$ cat config.mk
export PLATFORM = sky130hd
export DESIGN_NAME = alu_seq16_flat
export DESIGN_NICKNAME = d
export VERILOG_FILES = /design/src/rtl/alu_seq16_if.sv /design/src/rtl/alu_seq16.sv /design/src/flat_wrapper.sv
export SDC_FILE = /design/constraint.sdc
export NUM_CORES = 1
export LEC_CHECK = 0
export BUFFER_PORTS_ARGS = -buffer_cell sky130_fd_sc_hd__buf_2
export CAP_MARGIN = 25
export CORE_ASPECT_RATIO = 0.8
export CORE_MARGIN = 3
export CORE_UTILIZATION = 46
export CTS_CLUSTER_DIAMETER = 100
export DETAILED_ROUTE_END_ITERATION = 7
export GPL_TIMING_DRIVEN = 1
export PLACE_DENSITY = 0.78
export REMOVE_ABC_BUFFERS = 1
export SYNTH_ARGS = -nofsm -noshare
export SYNTH_HDL_FRONTEND = slang
export SYNTH_SLANG_ARGS = --single-unit
export TNS_END_PERCENT = 10
$ cat constraint.sdc
create_clock -name clk -period 2.02 [get_ports clk]
set_input_delay 0.404 -clock clk [delete_from_list [all_inputs] [get_ports clk]]
set_output_delay 0.404 -clock clk [all_outputs]
set_load 0.005 [all_outputs]
$ cat src/rtl/alu_seq16_if.sv
// Byte-wide bus between the 16-bit sequencer (master) and the combinational 8-bit ALU (slave).
// Micro-op and operands go out; result and {c,n,z} come back in the same cycle.
interface alu_seq16_if;
  logic [3:0] alu_op;
  logic [7:0] alu_a;
  logic [7:0] alu_b;
  logic       alu_cin;
  logic [7:0] alu_out;
  logic [2:0] alu_flags;

  modport master (
    output alu_op, alu_a, alu_b, alu_cin,
    input  alu_out, alu_flags
  );

  modport slave (
    input  alu_op, alu_a, alu_b, alu_cin,
    output alu_out, alu_flags
  );
endinterface

$ cat src/rtl/alu_seq16.sv
// 16-bit add/sub/shift built from 8-bit ALU micro-ops (LO, HI, optional FIX); done 3 or 4 cycles after start.
// No backpressure: start is only sampled in IDLE and is dropped in any other state.
module alu_seq16 #(
  parameter bit FIX_SKIP = 1'b1
) (
  input  logic          clk,
  input  logic          reset,
  input  logic          start,
  input  logic [1:0]    op,
  input  logic [15:0]   a_in,
  input  logic [15:0]   b_in,
  output logic          busy,
  output logic          done,
  output logic [15:0]   result,
  output logic [2:0]    flags_out,
  alu_seq16_if.master   alu
);

  localparam logic [1:0] OP_ADD = 2'b00;
  localparam logic [1:0] OP_SUB = 2'b01;
  localparam logic [1:0] OP_LSL = 2'b10;
  localparam logic [1:0] OP_LSR = 2'b11;

  localparam logic [3:0] UOP_IDLE = 4'b0000;
  localparam logic [3:0] UOP_ADD  = 4'b0001;
  localparam logic [3:0] UOP_SUB  = 4'b0010;
  localparam logic [3:0] UOP_LSL  = 4'b0011;
  localparam logic [3:0] UOP_LSR  = 4'b0100;
  localparam logic [3:0] UOP_OR   = 4'b1000;

  typedef enum logic [2:0] {
    S_IDLE,
    S_LO,
    S_HI,
    S_FIX,
    S_DONE
  } state_t;

  state_t      state_q, state_d;
  logic [1:0]  op_q, op_d;
  logic [15:0] a_q, a_d;
  logic [15:0] b_q, b_d;
  logic [7:0]  lo_q, lo_d;
  logic [7:0]  hi_q, hi_d;
  logic        c_lo_q, c_lo_d;
  logic        c_hi_q, c_hi_d;
  logic        busy_q, busy_d;
  logic        done_q, done_d;
  logic [15:0] result_q, result_d;
  logic [2:0]  flags_q, flags_d;
  logic [3:0]  alu_op_q, alu_op_d;
  logic [7:0]  alu_a_q, alu_a_d;
  logic [7:0]  alu_b_q, alu_b_d;

  logic        need_fix;
  logic        c_fix;
  logic        c_res;
  logic [15:0] res_w;
  logic [3:0]  uop_half;

  always_comb begin
    state_d  = state_q;
    op_d     = op_q;
    a_d      = a_q;
    b_d      = b_q;
    lo_d     = lo_q;
    hi_d     = hi_q;
    c_lo_d   = c_lo_q;
    c_hi_d   = c_hi_q;
    result_d = result_q;
    flags_d  = flags_q;
    need_fix = 1'b0;
    // Neutral fix carry when FIX is skipped: 0 for ADD (OR), 1 for SUB (AND).
    c_fix    = (op_q == OP_SUB);
    c_res    = 1'b0;
    res_w    = 16'h0000;

    case (state_q)
      S_IDLE: begin
        if (start) begin
          op_d    = op;
          a_d     = a_in;
          b_d     = b_in;
          state_d = S_LO;
        end
      end
      S_LO: begin
        lo_d    = alu.alu_out;
        c_lo_d  = alu.alu_flags[2];
        state_d = S_HI;
      end
      S_HI: begin
        hi_d     = alu.alu_out;
        c_hi_d   = alu.alu_flags[2];
        need_fix = (op_q == OP_ADD) ? c_lo_q : ~c_lo_q;
        if (op_q[1] || need_fix || !FIX_SKIP) begin
          state_d = S_FIX;
        end else begin
          state_d = S_DONE;
        end
      end
      S_FIX: begin
        if (op_q == OP_LSR) begin
          lo_d = alu.alu_out;
        end else begin
          hi_d = alu.alu_out;
        end
        c_fix   = alu.alu_flags[2];
        state_d = S_DONE;
      end
      S_DONE: begin
        state_d = S_IDLE;
      end
      default: begin
        state_d = S_IDLE;
      end
    endcase

    if (state_d == S_DONE) begin
      res_w = {hi_d, lo_d};
      case (op_q)
        OP_ADD:  c_res = c_hi_d | c_fix;
        OP_SUB:  c_res = c_hi_d & c_fix;
        OP_LSL:  c_res = a_q[15];
        default: c_res = a_q[0];
      endcase
      result_d = res_w;
      flags_d  = {c_res, res_w[15], (res_w == 16'h0000)};
    end

    busy_d = (state_d == S_LO) || (state_d == S_HI) || (state_d == S_FIX);
    done_d = (state_d == S_DONE);

    case (op_d)
      OP_ADD:  uop_half = UOP_ADD;
      OP_SUB:  uop_half = UOP_SUB;
      OP_LSL:  uop_half = UOP_LSL;
      default: uop_half = UOP_LSR;
    endcase

    // ALU drive is registered, so it is decoded from the state being entered.
    alu_op_d = UOP_IDLE;
    alu_a_d  = 8'h00;
    alu_b_d  = 8'h00;
    case (state_d)
      S_LO: begin
        alu_op_d = uop_half;
        alu_a_d  = a_d[7:0];
        alu_b_d  = op_d[1] ? 8'h01 : b_d[7:0];
      end
      S_HI: begin
        alu_op_d = uop_half;
        alu_a_d  = a_q[15:8];
        alu_b_d  = op_q[1] ? 8'h01 : b_q[15:8];
      end
      S_FIX: begin
        case (op_q)
          OP_ADD: begin
            alu_op_d = UOP_ADD;
            alu_a_d  = hi_d;
            alu_b_d  = {7'b0, c_lo_q};
          end
          OP_SUB: begin
            alu_op_d = UOP_SUB;
            alu_a_d  = hi_d;
            alu_b_d  = {7'b0, ~c_lo_q};
          end
          OP_LSL: begin
            alu_op_d = UOP_OR;
            alu_a_d  = hi_d;
            alu_b_d  = {7'b0, a_q[7]};
          end
          default: begin
            alu_op_d = UOP_OR;
            alu_a_d  = lo_q;
            alu_b_d  = {a_q[8], 7'b0};
          end
        endcase
      end
      default: begin
        alu_op_d = UOP_IDLE;
      end
    endcase
  end

  always_ff @(posedge clk) begin
    if (reset) begin
      state_q  <= S_IDLE;
      op_q     <= 2'b00;
      a_q      <= 16'h0000;
      b_q      <= 16'h0000;
      lo_q     <= 8'h00;
      hi_q     <= 8'h00;
      c_lo_q   <= 1'b0;
      c_hi_q   <= 1'b0;
      busy_q   <= 1'b0;
      done_q   <= 1'b0;
      result_q <= 16'h0000;
      flags_q  <= 3'b000;
      alu_op_q <= UOP_IDLE;
      alu_a_q  <= 8'h00;
      alu_b_q  <= 8'h00;
    end else begin
      state_q  <= state_d;
      op_q     <= op_d;
      a_q      <= a_d;
      b_q      <= b_d;
      lo_q     <= lo_d;
      hi_q     <= hi_d;
      c_lo_q   <= c_lo_d;
      c_hi_q   <= c_hi_d;
      busy_q   <= busy_d;
      done_q   <= done_d;
      result_q <= result_d;
      flags_q  <= flags_d;
      alu_op_q <= alu_op_d;
      alu_a_q  <= alu_a_d;
      alu_b_q  <= alu_b_d;
    end
  end

  assign busy        = busy_q;
  assign done        = done_q;
  assign result      = result_q;
  assign flags_out   = flags_q;
  assign alu.alu_op  = alu_op_q;
  assign alu.alu_a   = alu_a_q;
  assign alu.alu_b   = alu_b_q;
  assign alu.alu_cin = 1'b0;

endmodule

$ cat src/flat_wrapper.sv
// flat-port wrapper written by rule: the top's interface ports become plain ports
module alu_seq16_flat 
#(
  parameter bit FIX_SKIP = 1'b1
)
  (clk, reset, start, op, a_in, b_in, busy, done, result, flags_out, alu_alu_op, alu_alu_a, alu_alu_b, alu_alu_cin, alu_alu_out, alu_alu_flags);
  alu_seq16_if alu_i ();
  input  logic clk;
  input  logic reset;
  input  logic start;
  input  logic [1:0] op;
  input  logic [15:0] a_in;
  input  logic [15:0] b_in;
  output logic busy;
  output logic done;
  output logic [15:0] result;
  output logic [2:0] flags_out;
  output wire logic [$bits(alu_i.alu_op)-1:0] alu_alu_op;
  output wire logic [$bits(alu_i.alu_a)-1:0] alu_alu_a;
  output wire logic [$bits(alu_i.alu_b)-1:0] alu_alu_b;
  output wire logic [$bits(alu_i.alu_cin)-1:0] alu_alu_cin;
  input wire logic [$bits(alu_i.alu_out)-1:0] alu_alu_out;
  input wire logic [$bits(alu_i.alu_flags)-1:0] alu_alu_flags;
  assign alu_alu_op = alu_i.alu_op;
  assign alu_alu_a = alu_i.alu_a;
  assign alu_alu_b = alu_i.alu_b;
  assign alu_alu_cin = alu_i.alu_cin;
  assign alu_i.alu_out = alu_alu_out;
  assign alu_i.alu_flags = alu_alu_flags;
  alu_seq16 #(.FIX_SKIP(FIX_SKIP)) u_core (.clk(clk), .reset(reset), .start(start), .op(op), .a_in(a_in), .b_in(b_in), .busy(busy), .done(done), .result(result), .flags_out(flags_out), .alu(alu_i));
endmodule
==> impl_metrics.env <==
export IMPL_start_kind="register"
export IMPL_clk_pin_slew_ps=90
export IMPL_port_buffers=86
export IMPL_hold_class="in -> reg"
export IMPL_drv_slew=0
export IMPL_insertedDiodeCount=0
export IMPL_timing_final_crit_share_pct=90.8
export IMPL_maxCapViolations=0
export IMPL_avgSynthCellArea_um2=8.74
export IMPL_hold_buffers=0
export IMPL_syn_area_um2=3170
export IMPL_clock_sinks=81
export IMPL_power_density_nw_per_um2=931
export IMPL_coreArea_um2=6540
export IMPL_period_needed_ps=1830
export IMPL_pin_count=90
export IMPL_holdPathStages=3
export IMPL_fmax_mhz=545
export IMPL_yosysWarnings=0
export IMPL_nNetsFinal=498
export IMPL_dr_pass1_iters=5
export IMPL_fp_dieH_um=80.3
export IMPL_fin_ws_ps=186
export IMPL_netlist_instances=363
export IMPL_p_leak_nw=1.74
export IMPL_htreeDepth=3
export IMPL_grt_pass1_wl_mm=13.0
export IMPL_place_ws_ps=169
export IMPL_cts_buffers=9
export IMPL_ys_flop_type="dfxtp_1"
export IMPL_hold_viol=0
export IMPL_r2r_start="u_core.state_q[2]$_SDFF_PP0_"
export IMPL_path_cells="and2b_1 > nand2_1 > mux2i_1 > nand4_1 > o31ai_1"
export IMPL_r2r_slack_ps=190
export IMPL_async_flop_share_pct=0
export IMPL_wire_per_inst_um=14.9
export IMPL_hold_ws_ps=273
export IMPL_wl_mm=8.03
export IMPL_drive_above_1_share_pct=29.1
export IMPL_final_common_cell="buf_2"
export IMPL_dieArea_um2=7930
export IMPL_crit_path_end="u_core.flags_out[0]$_SDFFE_PP0P_"
export IMPL_vdd_drop_max_mv=0.483
export IMPL_die_w_um=98.8
export IMPL_cts_resized=0
export IMPL_worstReg2RegEnd="u_core.flags_out[0]$_SDFFE_PP0P_"
export IMPL_final_cell_mix="buf_2 (86), dfxtp_1 (80), nor2_1 (59)"
export IMPL_syn_to_final_growth_pct=25.8
export IMPL_startpoint="u_core.state_q[2]$_SDFF_PP0_"
export IMPL_dp_cells=521
export IMPL_slowest_stage="dfxtp_1"
export IMPL_multi_input_area_um2=1420
export IMPL_track_usage_pct=20.9
export IMPL_gr_total_overflow=0
export IMPL_tightestPinTransition_ps=504
export IMPL_clockRootBuffer="clkbuf_8"
export IMPL_synth_cell_type_count=43
export IMPL_fill_cells=598
export IMPL_num_vias=2824
export IMPL_clock_latency_ps=360
export IMPL_synth_edf_count=0
export IMPL_vias_per_cell=5.26
export IMPL_status="complete, no violations"
export IMPL_tritoncts="done"
export IMPL_clockBufferDepth=2
export IMPL_path_class="reg -> reg"
export IMPL_antenna_found_initial=0
export IMPL_report_final_setup_viol=0
export IMPL_grt_max_degree=41
export IMPL_placed_cell_area_um2=3750
export IMPL_first_iter_violations=171
export IMPL_start_util_pct=48.5
export IMPL_ys_ff_latch=81
export IMPL_final_cell_count_no_fill=537
export IMPL_finalClockSkew_ps=11.2
export IMPL_drc=0
export IMPL_grt_pass1_vias=2735
export IMPL_yosysSeqAreaShare_pct=51.1
export IMPL_crit_arrival_ps=2100
export IMPL_slew_headroom_pct=66.3
export IMPL_end_kind="register"
export IMPL_regArea_um2=1620
export IMPL_critPathMaxStageDelay_ps=490
export IMPL_cts_setup_buffers=0
export IMPL_ant_nets=0
export IMPL_hpwlAfterDp_mm=5.80
export IMPL_gp_congestion=0.864
export IMPL_cp_max_fo=6
export IMPL_rows=26
export IMPL_stdcell_area_um2=3990
export IMPL_rsz0062_at_grt="false"
export IMPL_r2r_cells=5
export IMPL_crit_required_ps=2290
[report_power, final]
part           total (mW)  internal, mW  switching [mW]
clock network        1.41         0.827           0.584
logic               0.554         0.241           0.313
registers            1.75          1.69          0.0545
total                3.71          2.76           0.952
[cells by family after synthesis]
logic type	Yosys count	share of synthesized area (%)
other	1	0.118
AOI/OAI and AO/OA	88	18.1
muxes	18	5.92
DFF	81	51.1
buffers and inverters	32	4.42
and+or+nand+nor	141	19.5
adders and majority gates	2	0.789
[metrics by stage]
stage	total power, mW	TNS, ps	utilization (%)
after floorplan	2.07	-17290	-
after detailed placement	2.33	0	57.3
final	3.71	0	61.0
after global routing	3.89	0	61.0
after CTS	3.74	0	61.0
after global placement	2.32	0	57.3
[worst min-delay path by stage]
stage,start,end,slack [ps]
2_1_floorplan,u_core.b_q[8]$_SDFFE_PP0P_,u_core.b_q[8]$_SDFFE_PP0P_,430
3_3_place_gp,u_core.b_q[8]$_SDFFE_PP0P_,u_core.b_q[8]$_SDFFE_PP0P_,440
3_5_place_dp,u_core.b_q[10]$_SDFFE_PP0P_,u_core.b_q[10]$_SDFFE_PP0P_,450
4_1_cts,b_in[13],u_core.b_q[13]$_SDFFE_PP0P_,260
5_1_grt,b_in[9],u_core.b_q[9]$_SDFFE_PP0P_,270
6_report,b_in[13],u_core.b_q[13]$_SDFFE_PP0P_,270
[synth_stat cells (2+ instances only)]
master	number	area [um^2]
a211oi_1	17	128
a21o_1	2	15.0
a21oi_1	30	150
a222oi_1	6	60.1
a22oi_1	9	67.6
a31oi_1	10	62.6
buf_2	4	20.0
buf_4	4	30.0
clkbuf_1	22	82.6
dfxtp_1	81	1620
ha_1	2	25.0
mux2_2	5	56.3
mux2i_1	12	120
nand2_1	55	206
nand2b_1	2	12.5
nand3b_1	2	15.0
nand4_1	2	12.5
nor2_1	60	225
nor2b_1	6	37.5
nor3_1	2	10.0
nor4_1	3	18.8
o21ai_0	6	30.0
[cell type report]
type,count,share of cell area [%]
clock inverters,6,2.88
repair buffers,104,14.8
clock buffers,10,3.20
well taps,84,2.63
multi-input cells,250,35.6
flip-flops and latches,81,40.7
inverters,2,0.188
[sequential cells by signal, summed over array words and instances (netlist names)]
name,cells
u_core.result,15
u_core.a_q,10
u_core.alu.alu_a,8
u_core.alu.alu_b,8
u_core.b_q,8
u_core.hi_q,8
u_core.lo_q,8
u_core.alu.alu_op,4
u_core.flags_out,3
u_core.state_q,3
u_core.op_q,2
u_core.busy,1
u_core.c_hi_q,1
u_core.c_lo_q,1
u_core.done,1
[routing by layer]
layer,vias to the layer above,track usage (%),share of wire [%]
met2,76,33.0,47
li1,1431,-,-
met3,13,6.16,5.1
met5,-,0,0
met1,1304,26.8,46
met4,0,8.87,1.7
[critical path: cells and delay by family, from the launching register on]
family,cells,cell delay [ps]
flip-flops,1,490
AND/OR/NAND/NOR,3,560
AO/OA/AOI/OAI,1,250
multiplexers,1,450
Power figures use the tool's default switching activity.
